**src/rtl/sw_debounce_pkg.sv**
```systemverilog
// Shared constants and helpers for the switch debounce front end.
package sw_debounce_pkg;

  // Number of data switches feeding the priority encoder.
  localparam int SW_N = 8;

  // 10 ms at 100 MHz.
  localparam int DEB_CYCLES_DEF = 1_000_000;

  // Counter width able to hold 0 .. DEB_CYCLES-1 (and never wrap).
  function automatic int cnt_w(input int deb_cycles);
    return $clog2(deb_cycles + 1);
  endfunction

endpackage

```
**src/rtl/sw_debounce_if.sv**
```systemverilog
// Raw switch inputs and conditioned outputs toward the encoder.
interface sw_debounce_if;

  logic [sw_debounce_pkg::SW_N-1:0] sw;     // raw data switches, async
  logic                             en_sw;  // raw enable switch, async
  logic [sw_debounce_pkg::SW_N-1:0] x;      // debounced data
  logic                             en;     // debounced enable
  logic                             chg;    // 1-cycle pulse on new x

  // Board / stimulus side drives raw switches.
  modport master (
    output sw, en_sw,
    input  x, en, chg
  );

  // Debouncer side conditions them.
  modport slave (
    input  sw, en_sw,
    output x, en, chg
  );

endinterface

```
**src/rtl/sw_debounce_bit.sv**
```systemverilog
// One debounce channel: 2-flop synchroniser, mismatch counter, stable bit.
// upd is combinational and marks the edge on which q takes the new value.
module debounce_bit
  import sw_debounce_pkg::*;
#(
  parameter int DEB_CYCLES = DEB_CYCLES_DEF,
  parameter int CNT_W      = cnt_w(DEB_CYCLES)
) (
  input  logic clk,
  input  logic rst_n,
  input  logic d,
  output logic q,
  output logic upd
);

  localparam logic [CNT_W-1:0] CNT_MAX = CNT_W'(DEB_CYCLES - 1);

  logic             s1;   // may go metastable; only s2 reads it
  logic             s2;
  logic [CNT_W-1:0] cnt;
  logic             diff;

  assign diff = (s2 != q);
  assign upd  = diff && (cnt == CNT_MAX);

  // Bring the raw switch into the clk domain.
  always_ff @(posedge clk or negedge rst_n) begin
    if (!rst_n) begin
      s1 <= 1'b0;
      s2 <= 1'b0;
    end else begin
      s1 <= d;
      s2 <= s1;
    end
  end

  // Count consecutive mismatches; any matching cycle restarts the count.
  always_ff @(posedge clk or negedge rst_n) begin
    if (!rst_n) begin
      cnt <= '0;
      q   <= 1'b0;
    end else if (!diff) begin
      cnt <= '0;
    end else if (cnt == CNT_MAX) begin
      q   <= s2;
      cnt <= '0;
    end else begin
      cnt <= cnt + CNT_W'(1);
    end
  end

endmodule

```
**src/rtl/sw_debounce.sv**
```systemverilog
// Switch conditioning ahead of the priority encoder: eight data channels
// plus the enable channel, each synchronised and debounced independently.
// chg pulses for one cycle alongside the first cycle of any new x value;
// enable updates are deliberately excluded from chg.
module sw_debounce
  import sw_debounce_pkg::*;
#(
  parameter int DEB_CYCLES = DEB_CYCLES_DEF,
  parameter int CNT_W      = cnt_w(DEB_CYCLES)
) (
  input  logic              clk,
  input  logic              rst_n,
  sw_debounce_if.slave      bus
);

  logic [SW_N-1:0] x_q;
  logic [SW_N-1:0] upd;
  logic            en_q;
  logic            en_upd;
  logic            chg_q;

  for (genvar g = 0; g < SW_N; g++) begin : g_data
    debounce_bit #(
      .DEB_CYCLES (DEB_CYCLES),
      .CNT_W      (CNT_W)
    ) u_bit (
      .clk   (clk),
      .rst_n (rst_n),
      .d     (bus.sw[g]),
      .q     (x_q[g]),
      .upd   (upd[g])
    );
  end

  debounce_bit #(
    .DEB_CYCLES (DEB_CYCLES),
    .CNT_W      (CNT_W)
  ) u_en (
    .clk   (clk),
    .rst_n (rst_n),
    .d     (bus.en_sw),
    .q     (en_q),
    .upd   (en_upd)
  );

  // Register the OR of data strobes so chg lines up with the new x.
  always_ff @(posedge clk or negedge rst_n) begin
    if (!rst_n) chg_q <= 1'b0;
    else        chg_q <= |upd;
  end

  assign bus.x   = x_q;
  assign bus.en  = en_q;
  assign bus.chg = chg_q;

  // The enable strobe has no consumer here; keep it visible for debug.
  logic unused_en_upd;
  assign unused_en_upd = en_upd;

endmodule

```
**src/flat_wrapper.sv**
```systemverilog
// flat-port wrapper written by rule: the top's interface ports become plain ports
module sw_debounce_flat import sw_debounce_pkg::*;
#(
  parameter int DEB_CYCLES = DEB_CYCLES_DEF,
  parameter int CNT_W      = cnt_w(DEB_CYCLES)
)
  (clk, rst_n, bus_sw, bus_en_sw, bus_x, bus_en, bus_chg);
  sw_debounce_if bus_i ();
  input  logic clk;
  input  logic rst_n;
  input wire logic [$bits(bus_i.sw)-1:0] bus_sw;
  input wire logic [$bits(bus_i.en_sw)-1:0] bus_en_sw;
  output wire logic [$bits(bus_i.x)-1:0] bus_x;
  output wire logic [$bits(bus_i.en)-1:0] bus_en;
  output wire logic [$bits(bus_i.chg)-1:0] bus_chg;
  assign bus_i.sw = bus_sw;
  assign bus_i.en_sw = bus_en_sw;
  assign bus_x = bus_i.x;
  assign bus_en = bus_i.en;
  assign bus_chg = bus_i.chg;
  sw_debounce #(.DEB_CYCLES(DEB_CYCLES), .CNT_W(CNT_W)) u_core (.clk(clk), .rst_n(rst_n), .bus(bus_i));
endmodule
```
**config.mk**
```make
export PLATFORM = sky130hd
export DESIGN_NAME = sw_debounce_flat
export DESIGN_NICKNAME = d
export VERILOG_FILES = /design/src/rtl/sw_debounce_pkg.sv /design/src/rtl/sw_debounce_if.sv /design/src/rtl/sw_debounce_bit.sv /design/src/rtl/sw_debounce.sv /design/src/flat_wrapper.sv
export SDC_FILE = /design/constraint.sdc
export NUM_CORES = 1
export LEC_CHECK = 0
export CAP_MARGIN = 20
export CORE_MARGIN = 8
export CORE_UTILIZATION = 60
export CTS_BUF_LIST = sky130_fd_sc_hd__clkbuf_8
export CTS_CLUSTER_DIAMETER = 80
export DETAILED_ROUTE_END_ITERATION = 10
export PLACE_DENSITY = 0.77
export REMOVE_ABC_BUFFERS = 1
export SKIP_LAST_GASP = 1
export SLEW_MARGIN = 15
export SYNTH_ARGS = -nofsm -noshare
export SYNTH_HDL_FRONTEND = slang
export SYNTH_SLANG_ARGS = --single-unit
```
**constraint.sdc**
```tcl
create_clock -name clk -period 2.8 [get_ports clk]
set_clock_uncertainty 0.05 [all_clocks]
set_input_delay 0.42 -clock clk [delete_from_list [all_inputs] [get_ports clk]]
set_output_delay 0.42 -clock clk [all_outputs]
set_load 0.005 [all_outputs]
```
==> key figures <==
Status
  • Status: complete, no violations

Die
  • Core region area: 15770 um2
  • Die width: 142.6 um
  • DIE AREA: 20340 um2
  • Num rows: 46
  • I/O Pins: 21
  • Die Y: 142.6 um
  • Initial core utilization: 0.6100

Timing
  • TNS Setup: 0 ps
  • Fin crit period: 2310 ps
  • Peak Freq: 0.4329 GHz
  • Slew @ Worst Pin: 763.9 ps
  • Worst slew margin: 0.4896
  • Final Setup Violations: 0
  • Fin Hold WS: 288.7 ps
  • Fin worst setup slack: 489.7 ps
  • Max-slew violation total from the final report: 0
  • RSZ-0062 raised after global routing: no
  • Final hold vios: 0
  • Tcrit/Tclk final: 0.8251

Job
  • Max Cap Viol: 0

Drt
  • Via count: 6546
  • Metal2 WL: 7.871 mm
  • Wire per inst: 13.56 um
  • Met3 wire length: 575 um
  • # DRC: 0
  • DRT met1 WL: 8.035 mm
  • 1st-pass router iterations: 5
  • Number of violations reported at the end of detailed-routing iteration 0: 277
  • WL final: 16.81 mm
  • Uppermost layer routed: met4
  • Routed Antenna Nets: 0
  • Vias per cell: 5.279

Critical path
  • Worst path required time: 3140 ps
  • Crit path kind: register to register
  • Crit Path Max Fanout: 12
  • Setup crit start kind: register
  • Data arrival, critical path: 2650 ps
  • Crit end category: register

Logic synthesis
  • Synth top area cells: dfrtp_1, nor2_1, xor2_1
  • Largest area contributor in the netlist: dfrtp_1
  • Post-Syn Area per Cell: 10.07 um2
  • Share of the synthesized area in the top cell type: 0.5410
  • Yosys reg bits: 208
  • Post-Syn Instances: 955
  • Synthesized area: 9620 um2
  • Seq/Total Area, Yosys: 0.5410
  • Ys Warns: 0
  • Post-synth cell types: 37

Cells and area
  • Layout cells sized above 1: 0.08398
  • Final instance area: 10840 um2
  • Post-layout util: 0.6876
  • Total inserted antenna cells: 0
  • Synth-to-layout area growth: 12.71%
  • Final #Nets: 1019

CTS
  • Post-CTS setup buffer count: 0
  • Cts repair resizes: 0
  • Clk sinks: 208
  • Longest Clk Path Bufs: 3
  • Skew-Pair Late Insertion Delay: 520 ps
  • CTS root buffer: clkbuf_8
  • CTS tree: done
  • CTS clk-pin slew, worst paths: 60 ps
  • H-tree depth: 2
  • CTS buffer count: 36

Power
  • Pleak: 4.702 nW
  • Worst VDD drop: 484.4 uV
  • PwrDens: 576.0 nW/um2

Global route
  • Number of global-route vias before repair: 6630
  • Gr ovfl total: 0
  • Total track usage: 0.1770
  • Largest net degree at the start of global routing: 58
  • Antenna violations before repair: 0
  • First-pass GRT wire length: 29.95 mm

Place
  • Routability congestion estimate from global placement: 0.8232
  • Place WS: 497.0 ps
  • Placed Area: 10040 um2
  • HPWL after DPL: 11.17 mm
  • Port bufs: 20

Worst hold path
  • Hold Path Class: input port to register
[repair_timing]
| action | in CTS | in global routing |
|---|---|---|
| hold buffers | 1 | 0 |
| endpoints found under the hold margin | 52 | 0 |
| setup endpoints to repair | 0 | 0 |
[layer usage]
layer,GRT usage,vias to the layer above
met5,0,-
li1,-,3267
met2,0.2833,75
met1,0.2334,3174
met4,0.06432,0
met3,0.03840,30
[worst max-delay path: stages (launching register included)]
cell     delay (ps)
dfrtp_1         410
or4b_1          510
or4_1           490
nor2_1          140
or2_1           280
buf_4           240
nor2_1           70
[cell families after synthesis]
group                      synth area share
and+or+nand+nor                      0.2498
DFF                                  0.5410
xor gates and xnor gates             0.1557
buffers and inverters               0.02822
muxes                               0.01053
adders and majority gates           0.01171
AOI/OAI and AO/OA                  0.002990
[synth_stat cells]
master and number:
nand3_1 71, dfrtp_1 208, xor2_1 90, nor2_2 1, ha_1 9, and3b_1 2
or4_1 15, a2111oi_0 1, nand2b_1 2, or2_1 2, o21ai_0 1, or3_1 3
and3_1 17, o32a_1 1, nand3b_1 3, o21ai_1 1, nand4_1 35, or4b_1 1
inv_1 29, and2_1 8, clkbuf_1 12, or2_2 5, mux2_2 9, nor3b_1 1
nor2b_1 2, buf_6 2, nand4b_1 1, buf_4 10, nor4bb_1 1, nor4_1 11
nand2_1 53, buf_2 4, nor3_1 28, nor4b_1 6, and4_1 14, xnor2_1 81
nor2_1 215
[placed cells by master, fill, tap and decap left out, types with 2 or more instances in the layout]
cell type and instances:
buf_4 12, nand4_1 35, or4_1 15, and2_1 8, nand3_1 71, and3_1 17
nand2b_1 2, or3_1 3, nor3_1 28, xnor2_1 81, inv_1 35, clkinvlp_4 2
nand2_1 53, clkbuf_8 47, and3b_1 2, bufinv_16 3, xor2_1 90, mux2_2 9
clkdlybuf4s50_1 19, or2_1 2, nor2b_1 2, or2_2 5, o21ai_1 2, dfrtp_1 208
nor2_1 215, nor4b_1 6, ha_1 9, nand3b_1 3, clkinv_2 6, and4_1 14
nor4_1 11
[cell type report]
cell class / instances / area [um2]
multi-input cells: 690 / 4144
clock inverters: 17 / 157.7
clock buffers: 46 / 633.1
fillers: 1225 / 4927
flip-flops and latches: 208 / 5205
inverters: 29 / 108.9
well taps: 216 / 270.3
repair buffers: 34 / 324.1
[registers in the layout (all words and copies together), names as in the netlist]
register,flops
u_core.u_en.cnt,20
u_core.g_data.u_bit.q,8
u_core.g_data.u_bit.cnt,160
u_core.u_en.s2,1
u_core.u_en.s1,1
u_core.bus.chg,1
u_core.u_en.q,1
u_core.g_data.u_bit.s2,8
u_core.g_data.u_bit.s1,8
[final timing paths]
kind | endpoint | slack [ps] | startpoint | cells past startpoint
min in group asynchronous | u_core.g_data[6].u_bit.cnt[16]$_DFF_PN0_ | 400 | rst_n | 2
min | u_core.g_data[2].u_bit.s1$_DFF_PN0_ | 290 | bus_sw[2] | 1
max reg2reg | u_core.g_data[3].u_bit.cnt[13]$_DFF_PN0_ | 490 | u_core.g_data[3].u_bit.cnt[7]$_DFF_PN0_ | 6
max in group asynchronous | u_core.g_data[7].u_bit.s1$_DFF_PN0_ | 1480 | rst_n | 3
max | u_core.g_data[3].u_bit.cnt[13]$_DFF_PN0_ | 490 | u_core.g_data[3].u_bit.cnt[7]$_DFF_PN0_ | 6
min reg2reg | u_core.g_data[6].u_bit.s2$_DFF_PN0_ | 300 | u_core.g_data[6].u_bit.s1$_DFF_PN0_ | 0
[power breakdown]
| group | internal (mW) | switching (mW) | leakage, nW |
|---|---|---|---|
| registers | 3.05 | 0.0395 | 2.84 |
| clock network | 1.76 | 1.20 | 0.429 |
| logic | 0.0647 | 0.133 | 1.43 |
[per-stage QoR]
| stage | instances | total power [mW] |
|---|---|---|
| 4_1_cts | 1240 | 6.345 |
| 2_1_floorplan | 927 | 3.224 |
| 5_1_grt | 1240 | 6.526 |
| 3_3_place_gp | 1176 | 3.342 |
| 3_5_place_dp | 1176 | 3.346 |
| 6_report | 1240 | 6.245 |
Power figures use the tool's default switching activity.
